<file path="config.mk">
export PLATFORM = sky130hd
export DESIGN_NAME = huffman_stream_decoder
export DESIGN_NICKNAME = d
export VERILOG_FILES = /design/src/rtl/huffman_stream_decoder.sv
export SDC_FILE = /design/constraint.sdc
export NUM_CORES = 1
export LEC_CHECK = 0
export CAP_MARGIN = 10
export CORE_MARGIN = 4
export CORE_UTILIZATION = 40
export CTS_CLUSTER_DIAMETER = 200
export DETAILED_ROUTE_END_ITERATION = 16
export PLACE_DENSITY = 0.58
export REMOVE_ABC_BUFFERS = 1
export SYNTH_ARGS = -nofsm -noshare
export SYNTH_HDL_FRONTEND = slang
export SYNTH_SLANG_ARGS = --single-unit
</file>
<file path="constraint.sdc">
create_clock -name clk -period 5.7 [get_ports clk]
set_clock_uncertainty 0.05 [all_clocks]
set_input_delay 1.14 -clock clk [delete_from_list [all_inputs] [get_ports clk]]
set_output_delay 1.14 -clock clk [all_outputs]
set_load 0.03 [all_outputs]
</file>
<file path="src/rtl/huffman_stream_decoder.sv">
// Streaming decoder for a fixed 14-symbol prefix code: MSB-first input words are
// packed into a bit buffer and one symbol per cycle is emitted through a registered output.
module huffman_stream_decoder #(
  parameter int IN_W  = 8,
  parameter int BUF_W = 2 * IN_W
) (
  input  logic                       clk,
  input  logic                       rst,
  input  logic [IN_W-1:0]            in_data,
  input  logic                       in_valid,
  output logic                       in_ready,
  input  logic                       in_last,
  output logic [3:0]                 out_sym,
  output logic [2:0]                 out_len,
  output logic                       out_valid,
  input  logic                       out_ready,
  output logic [$clog2(BUF_W+1)-1:0] buf_level,
  output logic [15:0]                sym_count,
  output logic                       done,
  output logic                       trunc_err,
  output logic [1:0]                 dbg_state
);

  // Handshakes: a transfer happens on a rising edge where valid && ready are both
  // high; a producer holds valid and its payload stable until that edge.

  localparam int LW = $clog2(BUF_W + 1);

  typedef enum logic [1:0] {
    IDLE  = 2'd0,
    RUN   = 2'd1,
    DRAIN = 2'd2,
    DONE  = 2'd3
  } state_t;

  state_t            state_q, state_d;
  logic [BUF_W-1:0]  buf_q, buf_d;
  logic [LW-1:0]     level_q, level_d;
  logic              out_valid_q;
  logic [3:0]        out_sym_q;
  logic [2:0]        out_len_q;
  logic [15:0]       count_q;
  logic              trunc_q;
  logic              fresh_q;

  logic [5:0]        window;
  logic [3:0]        dec_sym;
  logic [2:0]        dec_len;
  logic              slot_free;
  logic              hs;
  logic              accept;
  logic              dec_ok;
  logic              discard;
  logic [BUF_W-1:0]  shifted;
  logic [BUF_W-1:0]  word_al;
  logic [LW-1:0]     lvl_after;

  // Buffer is head-aligned at the MSB; bits below level_q are always zero, so a
  // short tail decodes as if zero-padded.
  assign window = buf_q[BUF_W-1 -: 6];

  always_comb begin
    dec_sym = 4'd0;
    dec_len = 3'd1;
    casez (window)
      6'b1?????: begin dec_sym = 4'd0;  dec_len = 3'd1; end
      6'b0111??: begin dec_sym = 4'd9;  dec_len = 3'd4; end
      6'b0101??: begin dec_sym = 4'd2;  dec_len = 3'd4; end
      6'b0100??: begin dec_sym = 4'd1;  dec_len = 3'd4; end
      6'b0011??: begin dec_sym = 4'd6;  dec_len = 3'd4; end
      6'b0010??: begin dec_sym = 4'd5;  dec_len = 3'd4; end
      6'b0000??: begin dec_sym = 4'd10; dec_len = 3'd4; end
      6'b01101?: begin dec_sym = 4'd7;  dec_len = 3'd5; end
      6'b011000: begin dec_sym = 4'd3;  dec_len = 3'd6; end
      6'b011001: begin dec_sym = 4'd4;  dec_len = 3'd6; end
      6'b000110: begin dec_sym = 4'd8;  dec_len = 3'd6; end
      6'b000111: begin dec_sym = 4'd12; dec_len = 3'd6; end
      6'b000100: begin dec_sym = 4'd14; dec_len = 3'd6; end
      6'b000101: begin dec_sym = 4'd15; dec_len = 3'd6; end
      default:   begin dec_sym = 4'd0;  dec_len = 3'd1; end
    endcase
  end

  assign in_ready  = ((state_q == IDLE) || (state_q == RUN)) &&
                     (({1'b0, level_q} + (LW+1)'(IN_W)) <= (LW+1)'(BUF_W));
  assign accept    = in_valid && in_ready;
  assign slot_free = !out_valid_q || out_ready;
  assign hs        = out_valid_q && out_ready;
  assign dec_ok    = slot_free &&
                     (((state_q == RUN) && (level_q >= LW'(6))) ||
                      ((state_q == DRAIN) && (level_q >= LW'(dec_len))));
  assign discard   = (state_q == DRAIN) && (level_q < LW'(dec_len));

  assign word_al   = {in_data, {(BUF_W-IN_W){1'b0}}};
  assign shifted   = dec_ok ? (buf_q << dec_len) : buf_q;
  assign lvl_after = dec_ok ? (level_q - LW'(dec_len)) : level_q;

  always_comb begin
    buf_d   = shifted;
    level_d = lvl_after;
    if (accept) begin
      buf_d   = shifted | (word_al >> lvl_after);
      level_d = lvl_after + LW'(IN_W);
    end
    if (discard) begin
      buf_d   = '0;
      level_d = '0;
    end
  end

  always_comb begin
    state_d = state_q;
    case (state_q)
      IDLE:    if (accept) state_d = in_last ? DRAIN : RUN;
      RUN:     if (accept && in_last) state_d = DRAIN;
      DRAIN:   if (discard && slot_free) state_d = DONE;
      DONE:    state_d = IDLE;
      default: state_d = IDLE;
    endcase
  end

  always_ff @(posedge clk or negedge rst) begin
    if (!rst) begin
      state_q <= IDLE;
      buf_q   <= '0;
      level_q <= '0;
    end else begin
      state_q <= state_d;
      buf_q   <= buf_d;
      level_q <= level_d;
    end
  end

  always_ff @(posedge clk or negedge rst) begin
    if (!rst) begin
      out_valid_q <= 1'b0;
      out_sym_q   <= 4'd0;
      out_len_q   <= 3'd0;
    end else if (dec_ok) begin
      out_valid_q <= 1'b1;
      out_sym_q   <= dec_sym;
      out_len_q   <= dec_len;
    end else if (hs) begin
      out_valid_q <= 1'b0;
    end
  end

  // Statistics from a finished stream stay visible until the next stream's
  // first symbol is taken.
  always_ff @(posedge clk or negedge rst) begin
    if (!rst) begin
      count_q <= 16'd0;
      trunc_q <= 1'b0;
      fresh_q <= 1'b1;
    end else begin
      if (state_q == DONE) fresh_q <= 1'b1;
      if (hs) begin
        if (fresh_q) begin
          count_q <= 16'd1;
          trunc_q <= 1'b0;
          fresh_q <= 1'b0;
        end else if (count_q != 16'hFFFF) begin
          count_q <= count_q + 16'd1;
        end
      end
      if (discard && (|buf_q)) trunc_q <= 1'b1;
    end
  end

  assign out_valid = out_valid_q;
  assign out_sym   = out_sym_q;
  assign out_len   = out_len_q;
  assign buf_level = level_q;
  assign sym_count = count_q;
  assign trunc_err = trunc_q;
  assign done      = (state_q == DONE);
  assign dbg_state = state_q;

endmodule

</file>
---- After elaboration in Yosys (flattened, before gate mapping) ----
Index checks and enable logic that the tools add are counted.
cells by class
  $add $sub $neg .......................... 4
  magnitude comparators ................... 4
  equality and inequality tests ........... 19
  shifts and indexed selects .............. 2
  multiplexer cells ....................... 23
  bitwise gates (word level) .............. 1
  reduce and logical (&&, ||, !) cells .... 26
operators by type and width
  kind                                                                              number
  16-bit 2-to-1 mux                                                                 5
  4-bit one-hot mux with 14 select lines                                            1
  6-bit by 3-bit equality test with 1-bit output, second input constant             4
  16-bit by 1-bit adder with 16-bit output, second input constant                   1
  16-bit inequality test, second input constant                                     1
  16-bit bitwise OR                                                                 1
  16-bit OR reduction                                                               1
  16-bit by 3-bit left shift with 16-bit output                                     1
  16-bit by 5-bit >> shifter with 16-bit output                                     1
  5-bit 2-to-1 mux                                                                  3
  4-bit by 3-bit equality test with 1-bit output, second input constant             3
  6-bit by 5-bit equality test with 1-bit output, second input constant             2
  3-bit one-hot mux with 4 select lines                                             1
  6-bit OR reduction                                                                2
  1-bit logical AND                                                                 10
  4-bit by 2-bit equality test with 1-bit output, second input constant             2
  1-bit 2-to-1 mux                                                                  8
  2-bit 2-to-1 mux                                                                  4
  2-bit one-hot mux with 4 select lines                                             1
  2-bit nonzero test                                                                4
  5-bit by 4-bit adder with 6-bit output, second input constant                     1
  6-bit by 5-bit less-or-equal comparator with 1-bit output, second input constant  1
  5-bit by 4-bit adder with 5-bit output, second input constant                     1
  5-bit by 4-bit equality test with 1-bit output, second input constant             1
  other kinds (14)                                                                  19
word-level totals
  bits in registers ....................... 49
  input port bits ......................... 13
  output and inout port bits .............. 34
  logic and storage cells ................. 88

---- Depth between registers and ports, before layout ----
Gate-level depths: netlist of run 1.
  depth after elaboration ................. 12
  mapped depth ............................ 15
  depth with buffers taken out ............ 14

---- Worst setup path after synthesis of run 1 ----
No wires, ideal clock.
  path type ............................... register -> register
  start ................................... reg buf_q[12]
  end ..................................... reg buf_q[2]
  setup time .............................. 80 ps
  data arrival time ....................... 3645 ps
  required time ........................... 5570 ps
  setup slack ............................. 1925 ps
  cell stages (with the launch flop) ...... 15
  path buffers ............................ 2
  path through ............................ dfrtp_1 > clkbuf_1 > and3b_1 > a21oi_2 > inv_2 > ha_1 > nand3_1 > or4_1 > and4_1 > buf_6 > or4_4 > xnor2_1 > or3_1 > o31a_2 > o211ai_2
between the ends
  word-level cells in the longest chain between the ends .. 12
ends and longest elaborated chain
  item                                                                    line  source
  start: declaration                                                      37    logic [BUF_W-1:0] buf_q, buf_d;
  start signal: assignment                                                129   buf_q <= buf_d;
  6-bit by 3-bit equality test with 1-bit output (tied with other cells)  65    casez (window)
  6-bit OR reduction (no line)                                            --
  3-bit one-hot mux with 4 select lines *                                 65
  via dec_len[0]                                                          48    logic [2:0] dec_len;
  5-bit by 3-bit >= comparator with 1-bit output                          91    ((state_q == DRAIN) && (level_q >= LW'(dec_len))));
  1-bit logical AND                                                       91
  1-bit logical OR                                                        90    (((state_q == RUN) && (level_q >= LW'(6))) ||
  1-bit logical AND                                                       89    assign dec_ok = slot_free &&
  5-bit 2-to-1 mux                                                        96    assign lvl_after = dec_ok ? (level_q - LW'(dec_len)) : level_q;
  16-bit by 5-bit >> shifter with 16-bit output                           102   buf_d = shifted | (word_al >> lvl_after);
  16-bit bitwise OR                                                       102
  16-bit 2-to-1 mux                                                       101   if (accept) begin
  16-bit 2-to-1 mux *                                                     105   if (discard) begin
  via buf_d[2]                                                            37
Mark *: on every way through the listed nets, which the timed path passes. The rest lies on a longest branch.
A chain may end at the register's enable or synchronous reset.

---- Final worst setup path of run 1 ----
  start ................................... reg buf_q[12]
  end ..................................... reg buf_q[3]
between the ends
  word-level cells in the longest chain between the ends .. 12
ends and longest elaborated chain
  item                                                                    line
  6-bit by 3-bit equality test with 1-bit output (tied with other cells)  65
  6-bit OR reduction (no line)                                            --
  3-bit one-hot mux with 4 select lines                                   65
  5-bit by 3-bit >= comparator with 1-bit output                          91
  1-bit logical AND                                                       91
  1-bit logical OR                                                        90
  1-bit logical AND                                                       89
  5-bit 2-to-1 mux                                                        96
  16-bit by 5-bit >> shifter with 16-bit output                           102
  16-bit bitwise OR                                                       102
  16-bit 2-to-1 mux                                                       101
  16-bit 2-to-1 mux *                                                     105
  via buf_d[3]                                                            37
Marks and branches as above.

==> results.md, run 1 <==
- Slowest cell on crit path: mux2i_1
- R2R depth: 13
- Max_slew headroom: 37.36%
- MaxCap Viol Count: 0
- Setup TNS: 0 ns
- Cell family with most CP delay: simple AND/OR/NAND/NOR gates
- Number of H-tree levels: 2
- Distinct cell type count of the synthesized netlist: 80
- Clock Latency Late Sink: 0.32 ns
- I/O pin count: 47
- Syn avg cell area: 8.171 um2
- Post-synth top area cell: dfrtp_1
- CP required: 5.84 ns
- Gpl congestion: 0.8692
- Hold Path Depth: 2
- Least-Margin Pin Slew: about 0.91 ns
- Critical Path Sink Type: register
- DP Area: 0.004488 mm2
- Status: completed
- Final min period: roughly 4.9 ns
- Crit path max fanout: 18
- R2R Path End: buf_q[3]
- Core area: 0.009729 mm2
- Pre-Repair DR Iteration Count: 5
- Reg clk slew, reported paths: 0.11 ns
- Max-slew violations: 0
- Vias after detailed routing: 3839
- Synthesized cell area: 0.003971 mm2
- RSZ-0062 raised after global routing: false
- Clk sinks: between 40 and 50
- CTS root buffer: clkbuf_8
- Fillers: between 900 and 1000
- Synth Instances: 486
- Number of DRC markers in iteration 0: around 230
- EDFF count, synth: 0
- Synth top area cells: dfrtp_1, mux2i_1, nand2_1
- Area Overhead vs Synth: 15.37%
- GRT overflow: 0
- Die Y: roughly 110 um
- # diodes: 0
- Worst hold-check path type: reg -> reg
- Crit path buf inv count: 2
- First-pass GRT wire length: 19.26 mm
- Routed Antenna Nets: 0
- Post-CTS Hold Fix Bufs: 0
- Synth top area share: 30.25%
- Final setup vio count: 0
- Final Cycle Share: 85.15%
- Clock buffer depth: 2
- Die W: 107.6 um
- Final HPWL DP: around 8.5 mm
- Pre-CTS setup slack: 0.9241 ns
- Critical path's largest stage delay: approximately 0.82 ns
- Vias/cell: 5.906
- TritonCTS clock tree: done
- Core Rows: 36
- Setup slack, reg-to-reg: 0.85 ns
- Input/output buffers: 46
- Launch point of the worst reg-to-reg path: buf_q[12]
- Vias in the first global route: 3622
- Final #Nets: ~540
- Final instance area: around 0.0046 mm2
- CP arrival: 4.99 ns
- TritonCTS Buffers: 5
- Die area: around 0.012 mm2
- Synth Register Bits: 49
- Post-synth ARST share: between 90% and 100%
- Top FF cell, synth: dfrtp_1
- GRT Total Usage: between 20% and 30%
- Hold EP: out_sym[3]
- Largest net degree at the start of global routing: 50
- CTS resizes: 0
- Routed WL: 11.67 mm
- DRC Markers: 0
- Fmax: 206.0 MHz
- Finished Core Util: a little under half
- Critical path type: reg -> reg
- Startpoint Class: register
- Register area share after synthesis: 30.91%
- Hold Crit Start: out_sym[3]
- Worst Slack Setup Final: between 0.8 and 0.9 ns
- Ys Warns: 0
- Starting Density: approximately 41%
- Initial antenna violation count: 0
- Layout cells sized above 1: 7.737%
- DR WL/cell: 17.95 um
- CP Launch Point: buf_q[12]
- CP Cell Sequence: or3b_2 > a21oi_1 > buf_4 > inv_1 > ha_1 > nand3_1 > or4_1 > and4_1 > nor2_4 > mux2i_1 > nor2_1 > a22oi_1 > o221ai_2
- Fin. Hold Viols: 0
- Post-CTS Setup Inserts: 0
metal layers:
layer | track usage, % | part of all wire (%) | wire length, um
met1 | 29.79 | 46 | 5333
met2 | 30.99 | 45 | 5230
met3 | 2.939 | 6.0 | 703
met4 | 9.378 | 3.5 | 403
met5 | 0 | 0 | 0
worst max-delay path by stage:
| stage | end | slack [ns] | depth (start not counted) |
|---|---|---|---|
| finish | buf_q[3] | 0.85 | 13 |
| global route | buf_q[1] | 0.54 | 13 |
| CTS | buf_q[11] | 0.89 | 13 |
| detailed placement | buf_q[11] | 0.92 | 13 |
| global placement | buf_q[11] | 1.06 | 13 |
| floorplan | buf_q[3] | 0.95 | 12 |
final cells by class:
class,count,area [um2],area share [%]
timing repair buffer,51,493.0,10.76
inverter,20,75.07,1.638
clock buffer,5,68.82,1.502
clock inverter,3,25.02,0.5462
multi-input combinational,389,2526,55.13
sequential,49,1227,26.79
tap,133,166.4,3.632
cells in the mapped netlist (all sizes together), types with 5 or more instances:
| library cell | number |
|---|---|
| o31ai | 5 |
| dfrtp | 48 |
| nor2 | 52 |
| a31oi | 8 |
| a311oi | 5 |
| and2 | 6 |
| o211ai | 5 |
| xor2 | 11 |
| xnor2 | 6 |
| mux2 | 6 |
| a21oi | 31 |
| a211oi | 15 |
| nand2 | 62 |
| ha | 11 |
| clkbuf | 18 |
| mux2i | 26 |
| nand2b | 9 |
| nand4 | 7 |
| buf | 10 |
| o21ai | 30 |
| nor3 | 10 |
| nand3 | 13 |
| inv | 20 |
| o22ai | 7 |
worst min-delay path, delay by kind of cell (launching register included):
| family | cells | cell delay (ns) |
|---|---|---|
| and+or+nand+nor | 1 | 0.05 |
| AOI/OAI and AO/OA | 1 | 0.05 |
| DFF | 1 | 0.36 |
logic make-up after synthesis:
| group | share of synthesized area (%) |
|---|---|
| and+or+nand+nor | 23.69 |
| muxes | 8.349 |
| buffers and inverters | 5.482 |
| xor gates and xnor gates | 4.222 |
| adders and majority gates | 3.970 |
| AOI/OAI and AO/OA | 23.38 |
| DFF | 30.91 |
state kept, by name, summed over array words and instances (netlist names):
signal / cells
out_len: 3
out_sym: 4
buf_q: 16
trunc_err: 1
buf_level: 5
out_valid: 1
sym_count: 16
dbg_state: 2
fresh_q: 1
metrics by stage:
stage,instances,hold slack (ns)
after global routing,650,0.4861
after CTS,650,0.4407
after detailed placement,642,0.4114
after global placement,642,0.4102
after floorplan,458,0.4426
final,650,0.4359
layout by cell type (no fill, tap or decap), types with 3 or more instances in the layout:
cell type / instances
a211oi_1: 15
a21o_1: 3
a21oi_1: 30
a22oi_1: 3
a311oi_1: 5
a31oi_1: 8
and2_1: 4
and3_1: 4
and4_1: 3
buf_4: 5
clkbuf_8: 5
clkdlybuf4s50_1: 45
dfrtp_1: 48
ha_1: 11
inv_1: 19
mux2_2: 5
mux2i_1: 26
nand2_1: 61
nand2b_1: 9
nand3_1: 12
nand4_1: 7
nor2_1: 50
nor2b_1: 3
nor3_1: 9
nor4_1: 4
o211ai_1: 4
o21ai_0: 27
o22ai_1: 7
o31ai_1: 5
or3_1: 4
or4_1: 3
xnor2_1: 5
xor2_1: 11
Power of run 1 is left out: the tool's default activity adds up to more than one toggle a clock period on the data nets, which glitch-free logic cannot reach.
==> run 2, diff against run 1 <==
Settings changed: GPL_TIMING_DRIVEN set to 0, PLACE_DENSITY 0.58 to 0.61.
==> run 2 against run 1 <==
Effect of this change: utilization is 0.26 points higher; register-to-register slack lost 0.52 ns; cell count fell by 0.46%; first-iteration DRC count grew 10%; sequential cell count did not move.
==> results.md, run 2 (synthesized netlist as in run 1, its figures left out) <==
- Die area: 0.01159 mm2 (unchanged)
- Core area: 0.009729 mm2 (unchanged)
- GRT overflow: 0 (unchanged)
- GRT Total Usage: 19.19% (-1.6 points)
- Crit path buf inv count: 1 (-1)
- Fmax: 186.1 MHz (-9.7%)
- Slowest cell on crit path: a21oi_2
- Max_slew headroom: 32.70% (-4.7 points)
- Worst hold-check path type: reg -> reg
- Routed Antenna Nets: 0 (unchanged)
- DR WL/cell: 16.95 um (-5.6%)
- Vias/cell: 5.892 (-0.24%)
- Starting Density: 40.82% (unchanged)
- Die W: 107.6 um (unchanged)
- Number of H-tree levels: 2 (unchanged)
- R2R depth: 12 (-1)
- Critical path's largest stage delay: 0.61 ns (-0.21 ns)
- Number of DRC markers in iteration 0: 256 (+10%)
- Clk sinks: 49 (unchanged)
- Post-CTS Hold Fix Bufs: 0 (unchanged)
- Final HPWL DP: 7.857 mm (-7.1%)
- Max-slew violations: 0 (unchanged)
- Crit path top cell by count: mux2i_1
- CP required: 5.79 ns (-0.05 ns)
- CP arrival: 5.46 ns (+0.47 ns)
- Hold Crit Start: out_sym[0]
- CP Depth: 12 (-1)
- Vias after detailed routing: 3812 (-0.70%)
- CP Cell Sequence: or3b_2 > a21oi_2 > inv_1 > ha_1 > nand3_1 > or4_1 > nand4_1 > nand2_2 > a311oi_1 > mux2i_1 > mux2i_1 > o22ai_1
- First-pass GRT wire length: 18.26 mm (-5.2%)
- Most common cell after layout, fill and taps aside: nand2_1
- R2R Path End: buf_q[8]
- TritonCTS clock tree: done
- Most frequent cells in the layout: nand2_1, nor2_1, dfrtp_1
- I/O pin count: 47 (unchanged)
- Cell family with most CP delay: simple AND/OR/NAND/NOR gates
- Critical path type: reg -> reg
- Gpl congestion: 0.8340 (-4.0%)
- Worst Slack Setup Final: 0.3275 ns (-0.5188 ns)
- Launch point of the worst reg-to-reg path: buf_q[12]
- Final Cycle Share: 94.25% (+9.1 points)
- Fin. Hold Viols: 0 (unchanged)
- Final setup vio count: 0 (unchanged)
- Initial antenna violation count: 0 (unchanged)
- TritonCTS Buffers: 5 (unchanged)
- MaxCap Viol Count: 0 (unchanged)
- Reg clk slew, reported paths: 0.10 ns (about the same)
- CTS root buffer: clkbuf_8
- Final min period: 5.373 ns (+0.5188 ns)
- Routed WL: 10.97 mm (-6.0%)
- Setup slack, reg-to-reg: 0.33 ns (-0.52 ns)
- Clock buffer depth: 2 (unchanged)
- Pre-CTS setup slack: -0.3452 ns (-1.269 ns)
- Status: completed
- Pre-Repair DR Iteration Count: 6 (+1)
- Clock Latency Late Sink: 0.30 ns (-0.02 ns)
- Crit path max fanout: 34 (+16)
- CP Launch Point: buf_q[12]
- Input/output buffers: 46 (unchanged)
- Layout cells sized above 1: 7.782% (+0.045 points)
- # diodes: 0 (unchanged)
- Least-Margin Pin Slew: 1.009 ns (+0.09597 ns)
- Critical Path Sink Type: register
- Area Overhead vs Synth: 16.01%
- Largest net degree at the start of global routing: 40 (-20%)
- RSZ-0062 raised after global routing: false
- Final #Nets: 538 (-0.55%)
- DRC Markers: 0 (unchanged)
- Hold Path Depth: 2 (unchanged)
- Hold EP: out_sym[0]
- Vias in the first global route: 3594 (-0.77%)
- Startpoint Class: register
- Die Y: 107.6 um (unchanged)
- Core Rows: 36 (unchanged)
run 2: worst max-delay path by stage:
stage / to / slack [ns]
after floorplan: buf_q[3] / 0.95
after global placement: buf_q[8] / -0.32
after detailed placement: buf_q[8] / -0.35
after CTS: buf_q[8] / 0.05
after global routing: buf_q[8] / 0.12
final: buf_q[8] / 0.33
run 2: layout make-up:
| class | count | area [um2] |
|---|---|---|
| Sequential cell | 49 | 1227 |
| Multi-Input combinational cell | 389 | 2536 |
| Timing Repair Buffer | 48 | 486.7 |
| Tap cell | 133 | 166.4 |
| Clock buffer | 5 | 68.82 |
| Inverter | 20 | 75.07 |
| Fill cell | 978 | 5122 |
| Clock inverter | 3 | 46.29 |
run 2: metrics by stage:
| step | cells | util [%] | hold WS, ns | setup TNS [ns] | instance area [um2] |
|---|---|---|---|---|---|
| finish | 647 | 47.35 | 0.4344 | 0 | 4607 |
| global route | 647 | 47.35 | 0.4601 | 0 | 4607 |
| CTS | 646 | 47.17 | 0.4404 | 0 | 4589 |
| detailed placement | 638 | 45.95 | 0.4181 | -3.578 | 4471 |
| global placement | 637 | 45.79 | 0.4116 | -2.863 | 4456 |
| floorplan | 458 | - | 0.4426 | 0 | 3829 |
run 2: timing repair:
item / in CTS / in global routing
endpoints found under the setup margin: 15 / 14
endpoints found under the hold margin: 0 / 0
buffers inserted: 0 / 0
gates cloned: 0 / 0
resized for setup: 1 / 2
run 2: worst min-delay path, delay by kind of cell, from the launching register on:
family	cells	cell delay (ns)
and+or+nand+nor	1	0.04
AOI/OAI and AO/OA	1	0.06
DFF	1	0.35
run 2: routing by layer:
layer / part of all wire, % / vias to the layer above / global-route usage, % / routed length [um]
met5: 0 / - / 0 / 0
met4: 0.86 / 0 / 4.509 / 94
met3: 6.1 / 8 / 1.860 / 666
met2: 47 / 156 / 31.62 / 5164
met1: 46 / 1819 / 27.18 / 5043
li1: - / 1829 / - / -
Power of run 2 is left out for the same reason.
